--- config.mk ---
export PLATFORM = sky130hd
export DESIGN_NAME = serial_frame_controller
export DESIGN_NICKNAME = d
export VERILOG_FILES = /design/src/rtl/nn_serial_pkg.sv /design/src/rtl/serial_frame_controller_sync.sv /design/src/rtl/serial_frame_controller.sv
export SDC_FILE = /design/constraint.sdc
export NUM_CORES = 1
export LEC_CHECK = 0
export CAP_MARGIN = 20
export CORE_MARGIN = 1.5
export CORE_UTILIZATION = 40
export DETAILED_ROUTE_END_ITERATION = 10
export PLACE_DENSITY = 0.67
export SLEW_MARGIN = 0
export SYNTH_ARGS = -nofsm -noshare
export SYNTH_HDL_FRONTEND = slang
export SYNTH_HIERARCHICAL = 1
export SYNTH_SLANG_ARGS = --single-unit
export TNS_END_PERCENT = 50
--- constraint.sdc ---
create_clock -name serialClock -period 1.9 [get_ports serialClock]
set_input_delay 0.38 -clock serialClock [delete_from_list [all_inputs] [get_ports serialClock]]
set_output_delay 0.38 -clock serialClock [all_outputs]
set_load 0.01 [all_outputs]
--- src/rtl/nn_serial_pkg.sv ---
// Shared types and default frame geometry for the serial input path.
// Used by the frame controller and the CLOCK_50-side shift register/push logic.
package nn_serial_pkg;

    localparam int NN_NUM_INPUTS = 784;
    localparam int NN_DATA_WIDTH = 16;

    typedef enum logic [1:0] {
        IDLE,
        RECEIVE,
        WAIT_ACK
    } serial_state_t;

    // Counter width that is never zero, so degenerate sizes still elaborate.
    function automatic int cnt_width(input int max_val);
        return (max_val < 2) ? 1 : $clog2(max_val + 1);
    endfunction

endpackage

--- src/rtl/serial_frame_controller_sync.sv ---
// Two-flop synchronizer for a toggle crossing into the local clock domain.
// Asynchronous active-high reset clears both stages.
module toggle_sync2 (
    input  logic clk,
    input  logic reset,
    input  logic din,
    output logic dout
);

    logic meta_q;
    logic meta_d;
    logic sync_q;
    logic sync_d;

    always_comb begin
        meta_d = din;
        sync_d = meta_q;
    end

    always_ff @(posedge clk or posedge reset) begin
        if (reset) begin
            meta_q <= 1'b0;
            sync_q <= 1'b0;
        end else begin
            meta_q <= meta_d;
            sync_q <= sync_d;
        end
    end

    assign dout = sync_q;

endmodule

--- src/rtl/serial_frame_controller.sv ---
// Serial-clock frame sequencer: bit/word counting, frame-ready toggle, ack handshake.
// Optional per-word even parity slot enabled with `define SERIAL_WORD_PARITY_EN.
module serial_frame_controller
    import nn_serial_pkg::*;
#(
    parameter int numInputs = NN_NUM_INPUTS,
    parameter int dataWidth = NN_DATA_WIDTH
) (
    input  logic                           serialClock,
    input  logic                           reset,
    input  logic                           frameSelect,
    input  logic                           serialData,
    input  logic                           pushAckToggle,
    input  logic                           clearErr,
    output logic                           shiftEn,
    output logic [$clog2(numInputs+1)-1:0] wordCount,
    output logic [$clog2(dataWidth)-1:0]   bitCount,
    output logic                           frameReadyToggle,
    output logic                           busy,
    output logic                           shortFrameErr,
    output logic                           overrunErr,
    output logic                           parityErr
);

    localparam int WC_W = $clog2(numInputs + 1);
    localparam int BC_W = $clog2(dataWidth);

`ifdef SERIAL_WORD_PARITY_EN
    // One extra internal count value marks the parity slot.
    localparam int BI_W = cnt_width(dataWidth);
    localparam bit PAR_EN = 1'b1;
`else
    localparam int BI_W = BC_W;
    localparam bit PAR_EN = 1'b0;
`endif

    localparam logic [BI_W-1:0] LAST_BIT  = BI_W'(dataWidth - 1);
    localparam logic [WC_W-1:0] LAST_WORD = WC_W'(numInputs - 1);

    serial_state_t   state_q, state_d;
    logic [WC_W-1:0] word_q, word_d;
    logic [BI_W-1:0] bit_q, bit_d;
    logic            tog_q, tog_d;
    logic            short_q, short_d;
    logic            over_q, over_d;
    logic            ack_sync;
    logic            par_slot;
    logic            word_end;
    logic            short_set;
    logic            over_set;

`ifdef SERIAL_WORD_PARITY_EN
    logic par_acc_q, par_acc_d;
    logic par_err_q, par_err_d;
    logic par_set;
`endif

    toggle_sync2 u_ack_sync (
        .clk   (serialClock),
        .reset (reset),
        .din   (pushAckToggle),
        .dout  (ack_sync)
    );

`ifdef SERIAL_WORD_PARITY_EN
    assign par_slot = (state_q == RECEIVE) && (bit_q == BI_W'(dataWidth));
`else
    assign par_slot = 1'b0;
`endif

    always_comb begin
        state_d   = state_q;
        word_d    = word_q;
        bit_d     = bit_q;
        tog_d     = tog_q;
        word_end  = 1'b0;
        short_set = 1'b0;
        over_set  = 1'b0;
`ifdef SERIAL_WORD_PARITY_EN
        par_acc_d = par_acc_q;
        par_set   = 1'b0;
`endif
        unique case (state_q)
            IDLE, RECEIVE: begin
                if (frameSelect) begin
                    state_d = RECEIVE;
                    if (par_slot) begin
`ifdef SERIAL_WORD_PARITY_EN
                        par_set = par_acc_q ^ serialData;
`endif
                        word_end = 1'b1;
                    end else begin
`ifdef SERIAL_WORD_PARITY_EN
                        par_acc_d = ((bit_q == '0) ? 1'b0 : par_acc_q) ^ serialData;
`endif
                        if (!PAR_EN && (bit_q == LAST_BIT)) begin
                            word_end = 1'b1;
                        end else begin
                            bit_d = bit_q + 1'b1;
                        end
                    end
                    if (word_end) begin
                        bit_d = '0;
                        if (word_q == LAST_WORD) begin
                            word_d  = '0;
                            tog_d   = ~tog_q;
                            state_d = WAIT_ACK;
                        end else begin
                            word_d = word_q + 1'b1;
                        end
                    end
                end else if (state_q == RECEIVE) begin
                    // Window closed early: drop the partial frame.
                    short_set = 1'b1;
                    word_d    = '0;
                    bit_d     = '0;
                    state_d   = IDLE;
                end
            end
            WAIT_ACK: begin
                over_set = frameSelect;
                if (ack_sync == tog_q) begin
                    state_d = IDLE;
                end
            end
            default: begin
                state_d = IDLE;
                word_d  = '0;
                bit_d   = '0;
            end
        endcase

        short_d = short_set ? 1'b1 : (clearErr ? 1'b0 : short_q);
        over_d  = over_set  ? 1'b1 : (clearErr ? 1'b0 : over_q);
`ifdef SERIAL_WORD_PARITY_EN
        par_err_d = par_set ? 1'b1 : (clearErr ? 1'b0 : par_err_q);
`endif
    end

    always_ff @(posedge serialClock or posedge reset) begin
        if (reset) begin
            state_q <= IDLE;
            word_q  <= '0;
            bit_q   <= '0;
            tog_q   <= 1'b0;
            short_q <= 1'b0;
            over_q  <= 1'b0;
        end else begin
            state_q <= state_d;
            word_q  <= word_d;
            bit_q   <= bit_d;
            tog_q   <= tog_d;
            short_q <= short_d;
            over_q  <= over_d;
        end
    end

`ifdef SERIAL_WORD_PARITY_EN
    always_ff @(posedge serialClock or posedge reset) begin
        if (reset) begin
            par_acc_q <= 1'b0;
            par_err_q <= 1'b0;
        end else begin
            par_acc_q <= par_acc_d;
            par_err_q <= par_err_d;
        end
    end

    assign parityErr = par_err_q;
`else
    assign parityErr = 1'b0;
`endif

    assign shiftEn          = frameSelect && (state_q != WAIT_ACK) && !par_slot;
    assign wordCount        = word_q;
    assign bitCount         = BC_W'(bit_q);
    assign frameReadyToggle = tog_q;
    assign busy             = (state_q != IDLE);
    assign shortFrameErr    = short_q;
    assign overrunErr       = over_q;

endmodule

== Yosys cells after proc, flatten, opt, wreduce, memory -nomap -nowiden ==
Index checks and enable logic that the tools add are counted.

* Output and inout port bits: 20
* Flip-flop bits (word level): 21

* Eq/ne operators: 10
* Reduce and logical (&&, ||, !) cells: 10
* Bitwise operators: 2
* Add/sub/neg operators: 2
* Muxes and demuxes: 26

{| class="wikitable"
|+ Operator list
! operator !! count
|-
| $mux 10 || 4
|-
| $pmux 10 s2 || 1
|-
| $mux 4 || 4
|-
| $add 10x1->10 const B || 1
|-
| $eq 10x10->1 const B || 1
|-
| $mux 1 || 10
|-
| $mux 2 || 5
|-
| $pmux 4 s2 || 1
|-
| $reduce_and 3->1 || 2
|-
| $reduce_bool 2->1 || 3
|-
| $add 4x1->4 const B || 1
|-
| $eq 4x4->1 const B || 1
|-
| $ne 2x2->1 const B || 2
|-
| $ne 4x3->1 const B || 1
|-
| $pmux 2 s2 || 1
|-
| $reduce_and 4->1 || 1
|-
| $ne 3x2->1 const B || 1
|-
| $ne 3x3->1 const B || 1
|-
| $eq 2x1->1 const B || 1
|-
| $eq 2x2->1 const B || 1
|-
| $logic_not 2->1 || 1
|-
| $not 1->1 || 2
|-
| $reduce_and 2->1 || 1
|-
| $reduce_or 2->1 || 1
|-
| 2 further kinds || 2
|}

== Longest topological paths before layout ==
* Word-level depth: 7
* Mapped depth: 6
* Gate-level depth less buffers: 5

== Hierarchy ==
The synthesis kept the hierarchy.

{| class="wikitable"
|+ By module, submodules not included
! module !! seq. area each (um2) !! area each (um2) !! instances !! cells an instance
|-
| serial_frame_controller || 475.5 || 994.7 || 1 || 105
|-
| toggle_sync2 || 50.0 || 53.8 || 1 || 3
|}

== Least setup slack after synthesis ==
Ideal clock, no wire load.

* Path type: reg2reg
* Start point: reg word_q[4] (netlist: wordCount[4])
* End point: reg word_q[3] (netlist: wordCount[3])
* Setup slack: 0.165 ns
* Cell stages (with the launch flop): 5
* Data arrival time: 1.609 ns
* Required time: 1.774 ns
* Path buffers: 0
* Cells stage by stage: dfrtp_1 -> or4b_1 -> or4_4 -> o21ai_4 -> nor2_1

* Cells in the longest elaborated chain, start to end: 5

{| class="wikitable"
|+ Ends and longest elaborated chain
! what !! line !! source
|-
| start, declared || serial_frame_controller.sv:41 || <nowiki>logic [WC_W-1:0] word_q, word_d;</nowiki>
|-
| start signal, assigned || serial_frame_controller.sv:150 || <nowiki>word_q <= word_d;</nowiki>
|-
| $eq 10x10->1 || serial_frame_controller.sv:104 || <nowiki>if (word_q == LAST_WORD) begin</nowiki>
|-
| $mux 10 || serial_frame_controller.sv:104 ||
|-
| $mux 10 || serial_frame_controller.sv:102 || <nowiki>if (word_end) begin</nowiki>
|-
| $mux 10 || serial_frame_controller.sv:85 || <nowiki>if (frameSelect) begin</nowiki>
|-
| $pmux 10 s2 || serial_frame_controller.sv:83 || <nowiki>unique case (state_q)</nowiki>
|}

Every way passes these cells. The select of a mux whose other input is x is not followed.
A chain may end at the register's enable or synchronous reset.

== Final worst setup path ==
* Start point: in frameSelect
* End point: reg word_q[6] (netlist: wordCount[6])

* Cells in the longest elaborated chain, start to end: 2
* Elaborated cells on any way between the ends: 5
* Those cells by class: 2 x eq/ne; 2 x mux; 1 x reduce/logical

{| class="wikitable"
|+ Ends and longest elaborated chain
! what !! line !! source
|-
| start, declared || serial_frame_controller.sv:11 || <nowiki>input logic frameSelect,</nowiki>
|-
| $ne 3x2->1 (no line) (tied with other cells) || n/a ||
|-
| $reduce_and 3->1 (no line) / $pmux 10 s2 (equally long branches) || n/a ||
|}

Parallel ways exist; a longest one is shown, timed or not.

==> impl_results.md <==
- Max cap viols: 0
- GRT Resource Usage Total: 0.189
- Setup violations, final: 0
- Mux share of post-synthesis cell area: 0.0143
- Crit path max-delay family: simple AND/OR/NAND/NOR gates
- Hpwl dp: between 1.5 and 2 mm
- Dpl cell area: around 0.0014 mm2
- Final net count: roughly 150
- Worst setup margin: around 38 ps
- Clock period minus worst slack: approximately 1900 ps
- Synth Area in Adders: 0.0239
- CP Capture Type: flop
- Post-Synthesis Cells: 108
- Worst Skew: about 2 ps
- Synth Area in Compound Gates: 0.150
- CTS root buf: clkbuf_4
- Power Density: approximately 600 mW/mm2
- XOR/XNOR share of the synthesized area: 0.0251
- Hold violation count in the final report: 0
- Asr flop ratio synth: 1.00
- CTS Sinks: 21
- Reg clk slew, reported paths: around 110 ps
- Commonest cells after routing, fill and taps aside: dfrtp_1 (21), clkdlybuf4s50_1 (21), nand2_1 (15)
- Worst path slowest cell: clkdlybuf4s50_1
- Drt total wl: about 2.3 mm
- Vias: 915
- Final core occ: 0.577
- Number of H-tree levels: 1
- Yosys warns: 6
- Total CTS buffers: 3
- Avg WL per Cell: approximately 13 um
- CP Cell Sequence: clkdlybuf4s50_1, nor2b_2, mux2_4, or4_1, a21oi_1
- Post-synth cell types: 33
- First-pass GRT wire length: 3.91 mm
- Largest net degree at the start of global routing: 20
- Post-synthesis net count: 116
- DRT iter0 DRCs: 6
- DR DRC count: 0
- Worst slack at placement: -326 ps
- Critical path arrival: 2100 ps
- Final Max Slew Viols: 0
- Total gr overflow: 0
- RSZ-0062 raised after global routing: yes
- Period Utilization, post-route: 0.980
- Initial antenna violation count: 0
- Max frequency: roughly 540 MHz
- Ys flop type: dfrtp_1
- Main combinational cell family by area after synthesis: simple AND/OR/NAND/NOR gates
- Hold crit path type: in -> async
- Worst vdd ir: around 0.35 mV
- EDFF count, synth: 0
- Yosys reg bits: 21
- Placer congestion estimate: between 0.6 and 0.7
- Netlist Area Pre-Place: between 0.001 and 0.0015 mm2
- Syn-to-layout area delta: 36.3%
- Clk Latency, worst-skew pair: approximately 310 ps
- Avg Cell Area, Syn: between 9 and 10 um2
- Max FO, Critical Path: 12
- CP peak stage delay: between 500 and 600 ps
- Layout cells sized above 1: 0.166
- CTS Buffer Depth: 2
- Fillers: 240
- Ant. Diodes: 0
- Sequential cell area fraction in the yosys report: 0.501
- Initial Utilization: 0.423
- Core area: ~0.0025 mm2
- CP Class: in -> reg
- Port bufs: 23
- Via-to-Cell Ratio: 5.23
- Worst Path Buf+Inv: 1
- I/O Pins: 26
- CTS tree: yes
- Drt first pass iters: 3
- Post-Synth Simple-Gate Area: 0.239
- Total power draw: 0.859 mW
- WP data required: about 2100 ps
- Cell Rows: 18
- Total die area: 0.00294 mm2
- Leakage power: ~0.62 nW
- CP Launch Type: input port
- Status: complete, no violations
- Design area: between 0.001 and 0.0015 mm2
- Die width: ~54 um
- Die Height: around 54 um
- Antenna-violating nets left: 0
- Number of global-route vias before repair: a little under 900
-- power by group --
group,internal [mW],switching [mW],total (mW)
Combinational,0.0769,0.0705,0.147
Clock,0.0820,0.136,0.218
Sequential,0.469,0.0243,0.493
Total,0.628,0.231,0.859
-- Yosys cell counts (all sizes together) (2+ instances only) --
library cell | number | area [um2]
dfrtp | 21 | 526
nor2b | 3 | 18.8
nand2 | 15 | 56.3
o21ai | 13 | 76.3
nand2b | 2 | 12.5
or2b | 2 | 15.0
inv | 6 | 22.5
nor2 | 4 | 15.0
buf | 2 | 18.8
xnor2 | 2 | 17.5
nand3 | 3 | 15.0
ha | 2 | 25.0
a21oi | 7 | 35.0
and3 | 2 | 12.5
o31ai | 3 | 22.5
or3 | 5 | 31.3
or4 | 3 | 26.3
-- what timing repair did --
item / 4_1_cts / 5_1_grt
setup endpoints to repair: 2 / 6
pin swaps: 0 / 1
gates resized for setup: 2 / 4
buffers inserted: 0 / 3
hold buffers: 0 / 0
-- layout make-up --
class,count,area (um2),share of cell area
flip-flops and latches,21,526,0.368
clock buffers,4,26.3,0.0184
inverters,6,22.5,0.0158
repair buffers,36,325,0.228
well taps,30,37.5,0.0263
multi-input cells,78,492,0.344
-- final timing paths --
| path | start | end | slack (ps) | cells after the start |
|---|---|---|---|---|
| max reg2reg | wordCount[4] | wordCount[3] | 90 | 4 |
| min in group serialClock | u_ack_sync/meta_q | u_ack_sync/dout | 390 | 0 |
| max | frameSelect | wordCount[6] | 40 | 5 |
| max in group asynchronous | reset | state_q[0] | 1280 | 3 |
| min | reset | u_ack_sync/dout | 240 | 2 |
| min reg2reg | u_ack_sync/meta_q | u_ack_sync/dout | 390 | 0 |
-- flip-flops by register name, summed over array words and instances (netlist names) --
name / count
u_ack_sync/meta_q: 1
overrunErr: 1
frameReadyToggle: 1
state_q: 2
shortFrameErr: 1
bitCount: 4
wordCount: 10
u_ack_sync/dout: 1
-- kinds of logic after synthesis --
family          Yosys count
flops                    21
other cells               1
mux                       1
simple gates             45
compound gates           26
fa+ha+maj                 2
buf+inv                   9
xor+xnor                  3
-- through the flow --
step                setup TNS (ps)  hold WS [ps]  cells
finish                           0           242    175
global route                 -13.0           232    175
CTS                              0           236    172
detailed placement           -3080           367    168
global placement             -2730           334    168
floorplan                        0           121    108
-- worst register-to-register path: cells and delay by family, from the launching register on --
kind,cells,cell delay (ps)
DFF,1,400
AOI/OAI and AO/OA,1,150
and+or+nand+nor,3,1170
-- routing by layer --
metal,global-route usage,share of wire,up-vias
met3,0.0278,0.043,5
met5,0,0,-
met2,0.343,0.50,19
li1,-,-,453
met4,0.0875,0.019,0
met1,0.214,0.44,438
Power figures use the tool's default switching activity.
